--- config.mk ---
export PLATFORM = sky130hd
export DESIGN_NAME = pattern_loader_flat
export DESIGN_NICKNAME = d
export VERILOG_FILES = /design/src/rtl/pattern_loader_pkg.sv /design/src/rtl/pattern_loader_if.sv /design/src/rtl/pattern_rom.sv /design/src/rtl/pattern_loader.sv /design/src/flat_wrapper.sv
export SDC_FILE = /design/constraint.sdc
export NUM_CORES = 1
export LEC_CHECK = 0
export ABC_AREA = 1
export BUFFER_PORTS_ARGS = -buffer_cell sky130_fd_sc_hd__buf_2
export CORE_UTILIZATION = 56
export CTS_CLUSTER_SIZE = 28
export DETAILED_ROUTE_END_ITERATION = 8
export PLACE_DENSITY = 0.83
export REMOVE_ABC_BUFFERS = 1
export SYNTH_ARGS = -nofsm -noshare
export SYNTH_HDL_FRONTEND = slang
export SYNTH_SLANG_ARGS = --single-unit
--- constraint.sdc ---
create_clock -name clk -period 2.39 [get_ports clk]
set_input_delay 0.1195 -clock clk [delete_from_list [all_inputs] [get_ports clk]]
set_output_delay 0.1195 -clock clk [all_outputs]
set_load 0.1 [all_outputs]
--- src/rtl/pattern_loader_pkg.sv ---
// Shared definitions for the grid pattern loader: FSM encoding, pattern codes,
// default grid geometry and small helpers.
package pattern_loader_pkg;

  localparam int DEFAULT_ROWS = 8;
  localparam int DEFAULT_COLS = 8;

  localparam logic [1:0] CLEAR   = 2'b00;
  localparam logic [1:0] GLIDER  = 2'b01;
  localparam logic [1:0] BLINKER = 2'b10;
  localparam logic [1:0] BLOCK   = 2'b11;

  typedef enum logic [1:0] {
    ST_IDLE = 2'b00,
    ST_LOAD = 2'b01,
    ST_DONE = 2'b10
  } state_t;

  // Row index width; a single-row grid still needs a one-bit address.
  function automatic int addr_width(input int rows);
    return (rows > 1) ? $clog2(rows) : 1;
  endfunction

  function automatic logic [3:0] code_onehot(input logic [1:0] code);
    return 4'b0001 << code;
  endfunction

endpackage

--- src/rtl/pattern_loader_if.sv ---
// Row-write channel from the pattern loader into the grid memory.
interface pattern_loader_if
  import pattern_loader_pkg::*;
#(
  parameter int ROWS = DEFAULT_ROWS,
  parameter int COLS = DEFAULT_COLS
) ();
  localparam int AW = addr_width(ROWS);

  // Handshake: a write transfers on a rising edge where wr_en=1 and wr_ready=1.
  // Once wr_en is raised, wr_addr/wr_data stay stable until that transfer;
  // wr_ready may toggle freely and never depends on anything but the memory.
  logic          wr_en;
  logic          wr_ready;
  logic [AW-1:0] wr_addr;
  logic [COLS-1:0] wr_data;

  modport master (output wr_en, output wr_addr, output wr_data, input wr_ready);
  modport slave  (input wr_en, input wr_addr, input wr_data, output wr_ready);

endinterface

--- src/rtl/pattern_rom.sv ---
// Combinational pattern table: one row of a seed pattern per (code, row).
// Bit COLS-1 is column 0, so 0x20 marks the third cell from the left.
module pattern_rom
  import pattern_loader_pkg::*;
#(
  parameter int ROWS = DEFAULT_ROWS,
  parameter int COLS = DEFAULT_COLS
) (
  input  logic [1:0]                code,
  input  logic [addr_width(ROWS)-1:0] row,
  output logic [COLS-1:0]           data
);

  always_comb begin
    data = '0;
    case (code)
      GLIDER: begin
        case (int'(row))
          0: data = COLS'(8'h20);
          1: data = COLS'(8'h10);
          2: data = COLS'(8'h70);
          default: data = '0;
        endcase
      end
      BLINKER: begin
        if (int'(row) == 3) data = COLS'(8'h38);
      end
      BLOCK: begin
        if (int'(row) == 3 || int'(row) == 4) data = COLS'(8'h18);
      end
      default: data = '0;
    endcase
  end

endmodule

--- src/rtl/pattern_loader.sv ---
// Writes one seed pattern into the grid memory, row 0 first, one row per
// accepted write, then pulses done for a cycle.
module pattern_loader
  import pattern_loader_pkg::*;
#(
  parameter int ROWS = DEFAULT_ROWS,
  parameter int COLS = DEFAULT_COLS
) (
  input  logic             clk,
  input  logic             reset,
  input  logic             start,
  input  logic [1:0]       pattern,
  pattern_loader_if.master wr,
  output logic             busy,
  output logic             done,
  output logic [3:0]       pattern_q,
  output state_t           state_dbg
);

  localparam int AW = addr_width(ROWS);

  state_t          state_q, state_d;
  logic [AW-1:0]   row_q;
  logic [1:0]      code_q;
  logic            wr_en_q;
  logic [AW-1:0]   wr_addr_q;
  logic [COLS-1:0] wr_data_q;
  logic            busy_q;
  logic            done_q;
  logic [3:0]      pattern_q_q;

  logic            write_fire;
  logic            last_row;
  logic [AW-1:0]   rom_row;
  logic [COLS-1:0] rom_data;

  assign write_fire = wr_en_q & wr.wr_ready;
  assign last_row   = (row_q == AW'(ROWS - 1));
  // Once a write is on the bus, look ahead to the row that follows it.
  assign rom_row    = wr_en_q ? row_q + AW'(1) : row_q;

  pattern_rom #(.ROWS(ROWS), .COLS(COLS)) u_rom (
    .code (code_q),
    .row  (rom_row),
    .data (rom_data)
  );

  always_ff @(posedge clk) begin
    if (reset) state_q <= ST_IDLE;
    else       state_q <= state_d;
  end

  always_comb begin
    state_d = state_q;
    case (state_q)
      ST_IDLE: if (start) state_d = ST_LOAD;
      ST_LOAD: if (write_fire && last_row) state_d = ST_DONE;
      ST_DONE: state_d = ST_IDLE;
      default: state_d = ST_IDLE;
    endcase
  end

  always_ff @(posedge clk) begin
    if (reset) begin
      row_q       <= '0;
      code_q      <= CLEAR;
      wr_en_q     <= 1'b0;
      wr_addr_q   <= '0;
      wr_data_q   <= '0;
      busy_q      <= 1'b0;
      done_q      <= 1'b0;
      pattern_q_q <= 4'b0001;
    end else begin
      done_q <= 1'b0;
      case (state_q)
        ST_IDLE: begin
          if (start) begin
            code_q      <= pattern;
            pattern_q_q <= code_onehot(pattern);
            row_q       <= '0;
          end
        end
        ST_LOAD: begin
          // First LOAD cycle only registers row 0 onto the bus.
          if (!wr_en_q) begin
            wr_en_q   <= 1'b1;
            busy_q    <= 1'b1;
            wr_addr_q <= row_q;
            wr_data_q <= rom_data;
          end else if (wr.wr_ready) begin
            if (last_row) begin
              wr_en_q   <= 1'b0;
              busy_q    <= 1'b0;
              done_q    <= 1'b1;
              wr_addr_q <= '0;
              wr_data_q <= '0;
            end else begin
              row_q     <= row_q + AW'(1);
              wr_addr_q <= row_q + AW'(1);
              wr_data_q <= rom_data;
            end
          end
        end
        default: ;
      endcase
    end
  end

  assign wr.wr_en   = wr_en_q;
  assign wr.wr_addr = wr_addr_q;
  assign wr.wr_data = wr_data_q;
  assign busy       = busy_q;
  assign done       = done_q;
  assign pattern_q  = pattern_q_q;
  assign state_dbg  = state_q;

endmodule

--- src/flat_wrapper.sv ---
// flat-port wrapper written by rule: the top's interface ports become plain ports
module pattern_loader_flat import pattern_loader_pkg::*;
#(
  parameter int ROWS = DEFAULT_ROWS,
  parameter int COLS = DEFAULT_COLS
)
  (clk, reset, start, pattern, busy, done, pattern_q, state_dbg, wr_wr_en, wr_wr_addr, wr_wr_data, wr_wr_ready);
  pattern_loader_if #(.ROWS(ROWS), .COLS(COLS)) wr_i ();
  input  logic clk;
  input  logic reset;
  input  logic start;
  input  logic [1:0] pattern;
  output logic busy;
  output logic done;
  output logic [3:0] pattern_q;
  output state_t state_dbg;
  output wire logic [$bits(wr_i.wr_en)-1:0] wr_wr_en;
  output wire logic [$bits(wr_i.wr_addr)-1:0] wr_wr_addr;
  output wire logic [$bits(wr_i.wr_data)-1:0] wr_wr_data;
  input wire logic [$bits(wr_i.wr_ready)-1:0] wr_wr_ready;
  assign wr_wr_en = wr_i.wr_en;
  assign wr_wr_addr = wr_i.wr_addr;
  assign wr_wr_data = wr_i.wr_data;
  assign wr_i.wr_ready = wr_wr_ready;
  pattern_loader #(.ROWS(ROWS), .COLS(COLS)) u_core (.clk(clk), .reset(reset), .start(start), .pattern(pattern), .wr(wr_i), .busy(busy), .done(done), .pattern_q(pattern_q), .state_dbg(state_dbg));
endmodule
==> metrics, run 1 <==
Yosys cell types 30; cell area after synthesis 0.00110 mm2; max cap viols 0; Post-synth EDFFs 0; GPL Wtd Cong between 0.8 and 0.9; worst ir drop on vdd 401 uV; Post-DP Area 0.00119 mm2; pins over their slew limit 0; first-pass GRT wire length ~3.3 mm; top-count cell post-synth nand2_1; endpoints failing hold 0; DP HPWL 1.59 mm; post-route cell area 0.00122 mm2; pre-CTS setup slack 854 ps; number of global-route vias before repair 833; RSZ-0062 raised after global routing false; CP Data Required Time 2600 ps; Routed WL 2.05 mm; Port Buf Inserts 21; flops & latches, synth 21; die area 0.00214 mm2; CP Capture Type flop; Iter 0 DRT Violations 20; Fmax ~620 MHz; Min Clock Period, post-route 1600 ps; CTS Hold Bufs 0; Post-Synthesis Cells between 100 and 150; clock skew 9.72 ps; Post-CTS Resized 0; setup bufs post-CTS 0; die width 46.2 um; CTS Buffer Depth 2; number of remaining DRC errors 0; top post-synthesis cells by area dfxtp_1 (38%), nand2_1 (13%), a21oi_1 (6.8%), inv_1 (5.1%), nand2_4 (4.1%); Via density 5.03; # rows 15; wire per inst roughly 11 um; top cell type by total area after synthesis dfxtp_1; Via Count 975; I/O pin total 26; CTS tree yes; CP Max Fanout 4; CTS sink cnt 21; clock latency on the worst-skew pair approximately 310 ps; critical path data arrival time around 1800 ps; H-tree levels 1; Inserted Diodes 0; share of cells above drive strength 1 29.0%; fin util 68.5%; nets 178; core area 0.00178 mm2; syn_area_per_cell 7.41 um2; async set or reset register ratio after synthesis 0%; startpoint types flop; synth cell count leaders nand2_1 (38), dfxtp_1 (21), a21oi_1 (15), inv_1 (15), nor2_1 (10); status completed; Final ANT Viol Nets 0; GR Util All Layers 22.7%; Leak 0.596 nW; overall power approximately 0.81 mW; final worst setup slack 786 ps; HP Class in2reg; antenna violations before repair 0; sequential share of the synthesized area 38.4%; clock root buffer clkbuf_4; Die Y-Extent 46.2 um; P&R area growth vs syn 11.4%; DRT Pass-1 Iters 4; synth warn 0; Final Cycle Share 67.1%; final setup fails 0; setup TNS 0 ps; Overflow after GRT 0; ys flop type dfxtp_1; clock transition at the registers of the reported paths 120 ps; WS Path Type reg2reg; Power Dens Cells 665 mW/mm2; Initial Util 61.5%; share of the synthesized area in the top cell type approximately two fifths; largest net degree at the start of global routing 19; CTS Buf Count 3
path summary, 6_finish.rpt:
kind | startpoint | to | slack, ps | cells after the start
setup / recovery | u_core.row_q[0]$_SDFFE_PP0P_ | u_core.row_q[0]$_SDFFE_PP0P_ | 790 | 8
hold / removal | pattern[0] | u_core.pattern_q[3]$_SDFFE_PP0P_ | 90 | 3
setup reg to reg | u_core.row_q[0]$_SDFFE_PP0P_ | u_core.row_q[0]$_SDFFE_PP0P_ | 790 | 8
hold reg to reg | u_core.wr.wr_addr[0]$_SDFFE_PP0P_ | u_core.wr.wr_addr[0]$_SDFFE_PP0P_ | 470 | 2
sequential cells by signal (all words and copies together) (netlist names):
name and count:
u_core.pattern_q 4, u_core.wr.wr_data 4, u_core.row_q 3, u_core.wr.wr_addr 3, u_core.code_q 2, u_core.state_dbg 2, u_core.busy 1, u_core.done 1
u_core.wr.wr_en 1
where the power goes:
group          internal [mW]  leakage [nW]  switching, mW
combinational         0.0536         0.407          0.203
clock                 0.0625        0.0177          0.105
sequential             0.369         0.172         0.0186
total                  0.485         0.596          0.327
metal layers:
layer	track usage, %	share of wire, %
met4	13.5	1.9
met3	3.53	4.5
met2	40.6	52
met5	0	0
met1	24.8	42
kinds of logic (layout without fill, tap and decap cells):
group                    count (synthesis)  after routing  share of synthesized area, %
other                                    1              4                         0.342
buffers and inverters                   27             45                          12.1
adder cells (fa/ha/maj)                  2              2                          2.28
AND/OR/NAND/NOR                         75             75                          35.4
flip-flops                              21             21                          38.4
AO/OA/AOI/OAI                           22             22                          11.5
placed cells by master (no fill, tap or decap), drive strengths merged:
cell	n
dfxtp	21
ha	2
a211oi	1
clkinv	2
o21ai	3
nand3b	1
nand2	48
clkbuf	3
nor3	2
inv	19
or2	1
a21oi	17
nand3	10
a22oi	1
nand4	1
conb	4
buf	21
nor2	12
cell type report:
type | count | area (um2)
Timing Repair Buffer | 21 | 105
Clock inverter | 1 | 5.00
Multi-Input combinational cell | 103 | 554
Tap cell | 25 | 31.3
Sequential cell | 21 | 420
Clock buffer | 3 | 22.5
Fill cell | 157 | 562
Inverter | 20 | 82.6
worst max-delay path, cell delays in order, from the launching register on:
cell and delay (ps):
dfxtp_1 360, ha_1 210, ha_1 210, inv_1 80
nand2_1 80, o21ai_2 170, nand2_1 140, o21ai_0 210
a21oi_1 60
metrics by stage:
stage | hold WS [ps] | instances
4_1_cts | 83.8 | 194
5_1_grt | 65.2 | 194
3_5_place_dp | 421 | 190
2_1_floorplan | 182 | 144
6_report | 88.5 | 194
3_3_place_gp | 410 | 190
No activity file was read; power rests on OpenSTA's default activity.
==> run 2, diff against run 1 <==
--- a/config.mk
+++ b/config.mk
@@ -7,10 +7,10 @@
 export LEC_CHECK = 0
 export ABC_AREA = 1
 export BUFFER_PORTS_ARGS = -buffer_cell sky130_fd_sc_hd__buf_2
-export CORE_UTILIZATION = 56
+export CORE_UTILIZATION = 52
 export CTS_CLUSTER_SIZE = 28
 export DETAILED_ROUTE_END_ITERATION = 8
-export PLACE_DENSITY = 0.83
+export PLACE_DENSITY = 0.78
 export REMOVE_ABC_BUFFERS = 1
 export SYNTH_ARGS = -nofsm -noshare
 export SYNTH_HDL_FRONTEND = slang
==> constraint.sdc (replaced) <==
create_clock -name clk -period 1.5 [get_ports clk]
set_input_delay 0.075 -clock clk [delete_from_list [all_inputs] [get_ports clk]]
set_output_delay 0.075 -clock clk [all_outputs]
set_load 0.1 [all_outputs]
==> run 2 against run 1 <==
Against the previous run: sequential power up 59%; setup slack worse by 740 ps; global-route usage down 2.5 points; hold slack worse by 42 ps; non-clock buffer count up 3; cell area up 3.9%; clock power up 65%; critical path type unchanged; largest power group unchanged.
==> metrics, run 2 (same netlist as run 1, synthesis figures left out) <==
I/O pin total 26 (unchanged); R2R Setup Slk 40 ps (-740 ps); max cap viols 0 (unchanged); number of remaining DRC errors 0 (unchanged); setup TNS 0 ps (unchanged); pins over their slew limit 0 (unchanged); CTS sink cnt 21 (unchanged); commonest non-fill, non-tap cells in the layout nand2_1 (37), buf_2 (20), dfxtp_1 (20), inv_1 (15), a21oi_1 (15); Die Y-Extent 47.9 um (+3.6%); status completed; H-tree levels 1 (unchanged); overall power 1.33 mW (+63%); Final Cycle Share 97.2% (+30 points); Via density 4.89 (-2.7%); wire per inst 10.8 um (+2.2%); clock root buffer clkbuf_4; DP HPWL 1.62 mm (+1.9%); CTS tree yes; Routed WL 2.15 mm (+4.8%); CP Max Fanout 3 (-1); GPL Wtd Cong 0.854 (-0.57%); largest net degree at the start of global routing 19 (unchanged); die area 0.00230 mm2 (+7.4%); WS Path Type reg2reg; clock skew 3.63 ps (-6.09 ps); critical path data arrival time 1710 ps (-100 ps); worst ir drop on vdd 760 uV (+90%); Via Count 973 (-0.21%); startpoint types flop; GR Util All Layers 20.2% (-2.5 points); Overflow after GRT 0 (unchanged); clock transition at the registers of the reported paths 120 ps (about the same); Min Clock Period, post-route 1460 ps (-145 ps); fin util 64.7% (-3.8 points); Iter 0 DRT Violations 8 (-60%); nets 181 (+1.7%); Leak 0.604 nW (+1.3%); Power Dens Cells 1050 mW/mm2 (+57%); core area 0.00196 mm2 (+10%); Hold Slack 46.1 ps (-42.4 ps); Final ANT Viol Nets 0 (unchanged); share of cells above drive strength 1 32.6% (+3.6 points); antenna violations before repair 0 (unchanged); HP Class in2reg; most common cell after layout, fill and taps aside nand2_1; # rows 16 (+1); P&R area growth vs syn 15.8%; endpoints failing hold 0 (unchanged); CP Capture Type flop; DRT Pass-1 Iters 5 (+1); clock latency on the worst-skew pair 310 ps (about the same); Initial Util 55.9% (-5.6 points); Fmax 686 MHz (+10%); number of global-route vias before repair 774 (-7.1%); CTS Buffer Depth 2 (unchanged); final setup fails 0 (unchanged); Inserted Diodes 0 (unchanged); first-pass GRT wire length 3.20 mm (-3.9%); CP Data Required Time 1760 ps (-840 ps); Port Buf Inserts 21 (unchanged); CTS Hold Bufs 0 (unchanged); CTS Buf Count 3 (unchanged); die width 47.9 um (+3.6%)
[run 2: cell count changes in the layout (fill, tap and decap cells not counted), sizes merged]
cell,delta
buf,+2
clkbuf,+2
clkinv,-1
[run 2: worst max-delay path, stage by stage, from the launching register on]
cell	delay (ps)
dfxtp_2	340
ha_2	190
ha_4	270
inv_1	40
nand2_1	60
nand2_2	90
nor2_2	120
nand2_2	80
nand2_1	70
nand3_2	60
a21oi_2	110
[run 2: path summary, 6_finish.rpt]
path | from | to | cells after the start
setup / recovery | u_core.row_q[0]$_SDFFE_PP0P_ | u_core.wr.wr_data[3]$_SDFFE_PP0P_ | 10
hold reg to reg | u_core.wr.wr_addr[1]$_SDFFE_PP0P_ | u_core.wr.wr_addr[1]$_SDFFE_PP0P_ | 2
hold / removal | pattern[0] | u_core.code_q[0]$_SDFFE_PP0P_ | 3
setup reg to reg | u_core.row_q[0]$_SDFFE_PP0P_ | u_core.wr.wr_data[3]$_SDFFE_PP0P_ | 10
[run 2: power breakdown]
| group | total (mW) | switching (mW) | internal [mW] |
|---|---|---|---|
| combinational | 0.432 | 0.330 | 0.101 |
| clock | 0.278 | 0.174 | 0.104 |
| sequential | 0.617 | 0.0278 | 0.589 |
| total | 1.33 | 0.533 | 0.794 |
[run 2: cell type report]
class                           count  area [um2]
Inverter                           20        82.6
Tap cell                           27        33.8
Timing Repair Buffer               24         130
Clock buffer                        4        26.3
Fill cell                         194         693
Multi-Input combinational cell    103         574
Sequential cell                    21         422
[run 2: metrics by stage]
step / instances / area (um2) / setup WS [ps]
detailed placement: 194 / 1210 / 22.5
floorplan: 144 / 1060 / -469
global route: 199 / 1270 / -38.8
global placement: 194 / 1210 / 67.6
CTS: 198 / 1240 / 5.51
finish: 199 / 1270 / 41.3
[run 2: what timing repair did]
action                                  4_1_cts  5_1_grt
gates resized for setup                       0        6
endpoints found under the setup margin        0        7
buffers inserted                              0        1
[run 2: metal layers]
layer	part of all wire, %	up-vias	wire, um	GRT usage (%)
met2	52	21	1130	36.5
met3	3.0	7	65	4.53
li1	-	505	-	-
met4	1.8	0	38	8.33
met5	0	-	0	0
met1	43	440	916	22.7
==> run 3, diff against run 2 <==
--- a/config.mk
+++ b/config.mk
@@ -5,13 +5,13 @@
 export SDC_FILE = /design/constraint.sdc
 export NUM_CORES = 1
 export LEC_CHECK = 0
-export ABC_AREA = 1
 export BUFFER_PORTS_ARGS = -buffer_cell sky130_fd_sc_hd__buf_2
-export CORE_UTILIZATION = 52
+export CORE_UTILIZATION = 51
 export CTS_CLUSTER_SIZE = 28
 export DETAILED_ROUTE_END_ITERATION = 8
-export PLACE_DENSITY = 0.78
+export PLACE_DENSITY = 0.77
 export REMOVE_ABC_BUFFERS = 1
+export SLEW_MARGIN = 10
 export SYNTH_ARGS = -nofsm -noshare
 export SYNTH_HDL_FRONTEND = slang
 export SYNTH_SLANG_ARGS = --single-unit
==> constraint.sdc (replaced) <==
create_clock -name clk -period 1.6 [get_ports clk]
set_input_delay 0.08 -clock clk [delete_from_list [all_inputs] [get_ports clk]]
set_output_delay 0.08 -clock clk [all_outputs]
set_load 0.1 [all_outputs]
==> run 3 against run 2 <==
Against the previous run: hold slack got worse by 3.1 ps; sequential power is 9.6% lower; synthesized area fell by 5.6%; non-clock buffer count is 6 higher; utilization rose by 6.3 points; critical endpoint is now u_core.wr.wr_data[4]$_SDFFE_PP0P_; largest power group unchanged.
==> metrics, run 3 <==
status completed; pins over their slew limit 0 (unchanged); antenna violations before repair 0 (unchanged); Overflow after GRT 0 (unchanged); max cap viols 0 (unchanged); top-count cell post-synth dfxtp_1; post-route cell area 0.00129 mm2 (+1.8%); CP Capture Type flop; CTS Hold Bufs 0 (unchanged); WS Path Type reg2reg; sequential share of the synthesized area 40.6% (+2.3 points); core area 0.00182 mm2 (-7.2%); critical path data arrival time 1760 ps (+50 ps); clock root buffer clkbuf_4; async set or reset register ratio after synthesis 0% (unchanged); share of cells above drive strength 1 34.5% (+1.9 points); endpoints failing hold 0 (unchanged); Final Cycle Share 98.2% (+0.93 points); Die Y-Extent 47.0 um (-1.8%); CTS Buf Count 3 (unchanged); CTS tree yes; Via density 5.42 (+11%); GR Util All Layers 21.3% (+1.1 points); number of remaining DRC errors 0 (unchanged); Fmax 637 MHz (-7.1%); clock skew 2.00 ps (-1.62 ps); Via Count 905 (-7.0%); Final ANT Viol Nets 0 (unchanged); Iter 0 DRT Violations 7 (-1); CTS Buffer Depth 2 (unchanged); syn_area_per_cell 9.16 um2 (+24%); Post-DP Area 0.00120 mm2 (-0.62%); final non-filler cell total 167 (-16%); RSZ-0062 raised after global routing true; most common cell after layout, fill and taps aside buf_2; top cell type by total area after synthesis dfxtp_1; wire per inst 12.3 um (+14%); Power Dens Cells 884 mW/mm2 (-15%); Leak 0.525 nW (-13%); clock latency on the worst-skew pair 310 ps (about the same); fin util 70.9% (+6.3 points); ys flop type dfxtp_1; H-tree levels 1 (unchanged); die area 0.00221 mm2 (-3.6%); DRT Pass-1 Iters 4 (-1); final setup fails 0 (unchanged); final worst setup slack 29.2 ps (-12.1 ps); largest net degree at the start of global routing 22 (+3); Inserted Diodes 0 (unchanged); pre-CTS setup slack -68.2 ps (-90.7 ps); Yosys cell types 38 (+27%); CP Max Fanout 3 (unchanged); Hold Slack 43.0 ps (-3.14 ps); I/O pin total 26 (unchanged); die width 47.0 um (-1.8%); # rows 15 (-1); Post-synth EDFFs 0 (unchanged); worst ir drop on vdd 758 uV (-0.34%); first-pass GRT wire length 3.28 mm (+2.4%); synth warn 0 (unchanged); flops & latches, synth 21 (unchanged); Port Buf Inserts 21 (unchanged); DP HPWL 1.49 mm (-8.0%); share of the synthesized area in the top cell type 40.6% (+2.3 points); nets 151 (-17%); Min Clock Period, post-route 1570 ps (+112 ps); startpoint types flop; overall power 1.14 mW (-14%); commonest non-fill, non-tap cells in the layout buf_2 (20), dfxtp_1 (18), nand2_1 (14), a21oi_1 (13), nor2_1 (10); clock transition at the registers of the reported paths 110 ps (about the same); cell area after synthesis 0.00103 mm2 (-5.6%); HP Class in2reg; CTS sink cnt 21 (unchanged); P&R area growth vs syn 24.8%; top post-synthesis cells by area dfxtp_1 (41%), a21oi_1 (6.3%), nand2_1 (5.1%), nor2_1 (3.6%), mux2i_1 (2.9%); Routed WL 2.06 mm (-3.9%); Initial Util 56.8% (+0.97 points); setup TNS 0 ps (unchanged); CP Data Required Time 1790 ps (+30 ps); number of global-route vias before repair 730 (-5.7%); GPL Wtd Cong 0.826 (-3.3%); synth cell count leaders dfxtp_1 (21), nand2_1 (14), a21oi_1 (13); Post-Synthesis Cells 113 (-24%); placed cell count 162 (-16%)
==> run 3: cell types whose count changed in the layout (fill, tap and decap cells not counted), moves of 3 or more <==
cell | previous run | this run
buf_4 | 3 | 8
inv_1 | 15 | 2
inv_2 | 3 | 0
nand2_1 | 37 | 14
nand2_2 | 7 | 0
nand2_4 | 4 | 0
nand3_1 | 6 | 3
nand3_2 | 3 | 0
==> run 3: timing repair <==
item,CTS,global route
endpoints found under the setup margin,3,4
resized for setup,6,5
pin swaps,3,4
buffers inserted,0,1
==> run 3: worst paths after layout <==
path / endpoint / from / slack [ps] / depth (start not counted)
setup / recovery: u_core.wr.wr_data[4]$_SDFFE_PP0P_ / u_core.row_q[1]$_SDFFE_PP0P_ / 30 / 6
hold / removal: u_core.code_q[0]$_SDFFE_PP0P_ / pattern[0] / 40 / 3
setup reg to reg: u_core.wr.wr_data[4]$_SDFFE_PP0P_ / u_core.row_q[1]$_SDFFE_PP0P_ / 30 / 6
hold reg to reg: u_core.wr.wr_data[6]$_SDFFE_PP0P_ / u_core.wr.wr_data[6]$_SDFFE_PP0P_ / 460 / 2
==> run 3: metal layers <==
layer | global-route usage [%] | wire (um) | share of wire (%)
met5 | 0 | 0 | 0
met4 | 6.86 | 23 | 1.1
met3 | 5.77 | 93 | 4.5
met2 | 35.3 | 1010 | 49
met1 | 26.8 | 930 | 45
==> run 3: cell families after synthesis <==
| family | synth area share (%) |
|---|---|
| XOR/XNOR | 3.51 |
| multiplexers | 6.17 |
| flip-flops | 40.6 |
| buffers and inverters | 5.93 |
| AND/OR/NAND/NOR | 24.9 |
| AO/OA/AOI/OAI | 16.1 |
| adder cells (fa/ha/maj) | 2.42 |
| other | 0.362 |
==> run 3: power breakdown <==
part,switching (mW),internal [mW]
Clock,0.161,0.0974
Sequential,0.0154,0.542
Combinational,0.249,0.0769
==> run 3: area by class of cell <==
type,count,area [um2]
clock buffers,4,26.3
fillers,159,529
inverters,2,7.51
multi-input cells,85,611
flip-flops and latches,21,424
well taps,25,31.3
repair buffers,30,191
==> run 3: worst max-delay path: stages (launching register included) <==
cell      delay, ps
dfxtp_2         360
ha_4            160
ha_4            210
mux2_4          270
and4_1          200
o211ai_2        170
a31oi_1         100
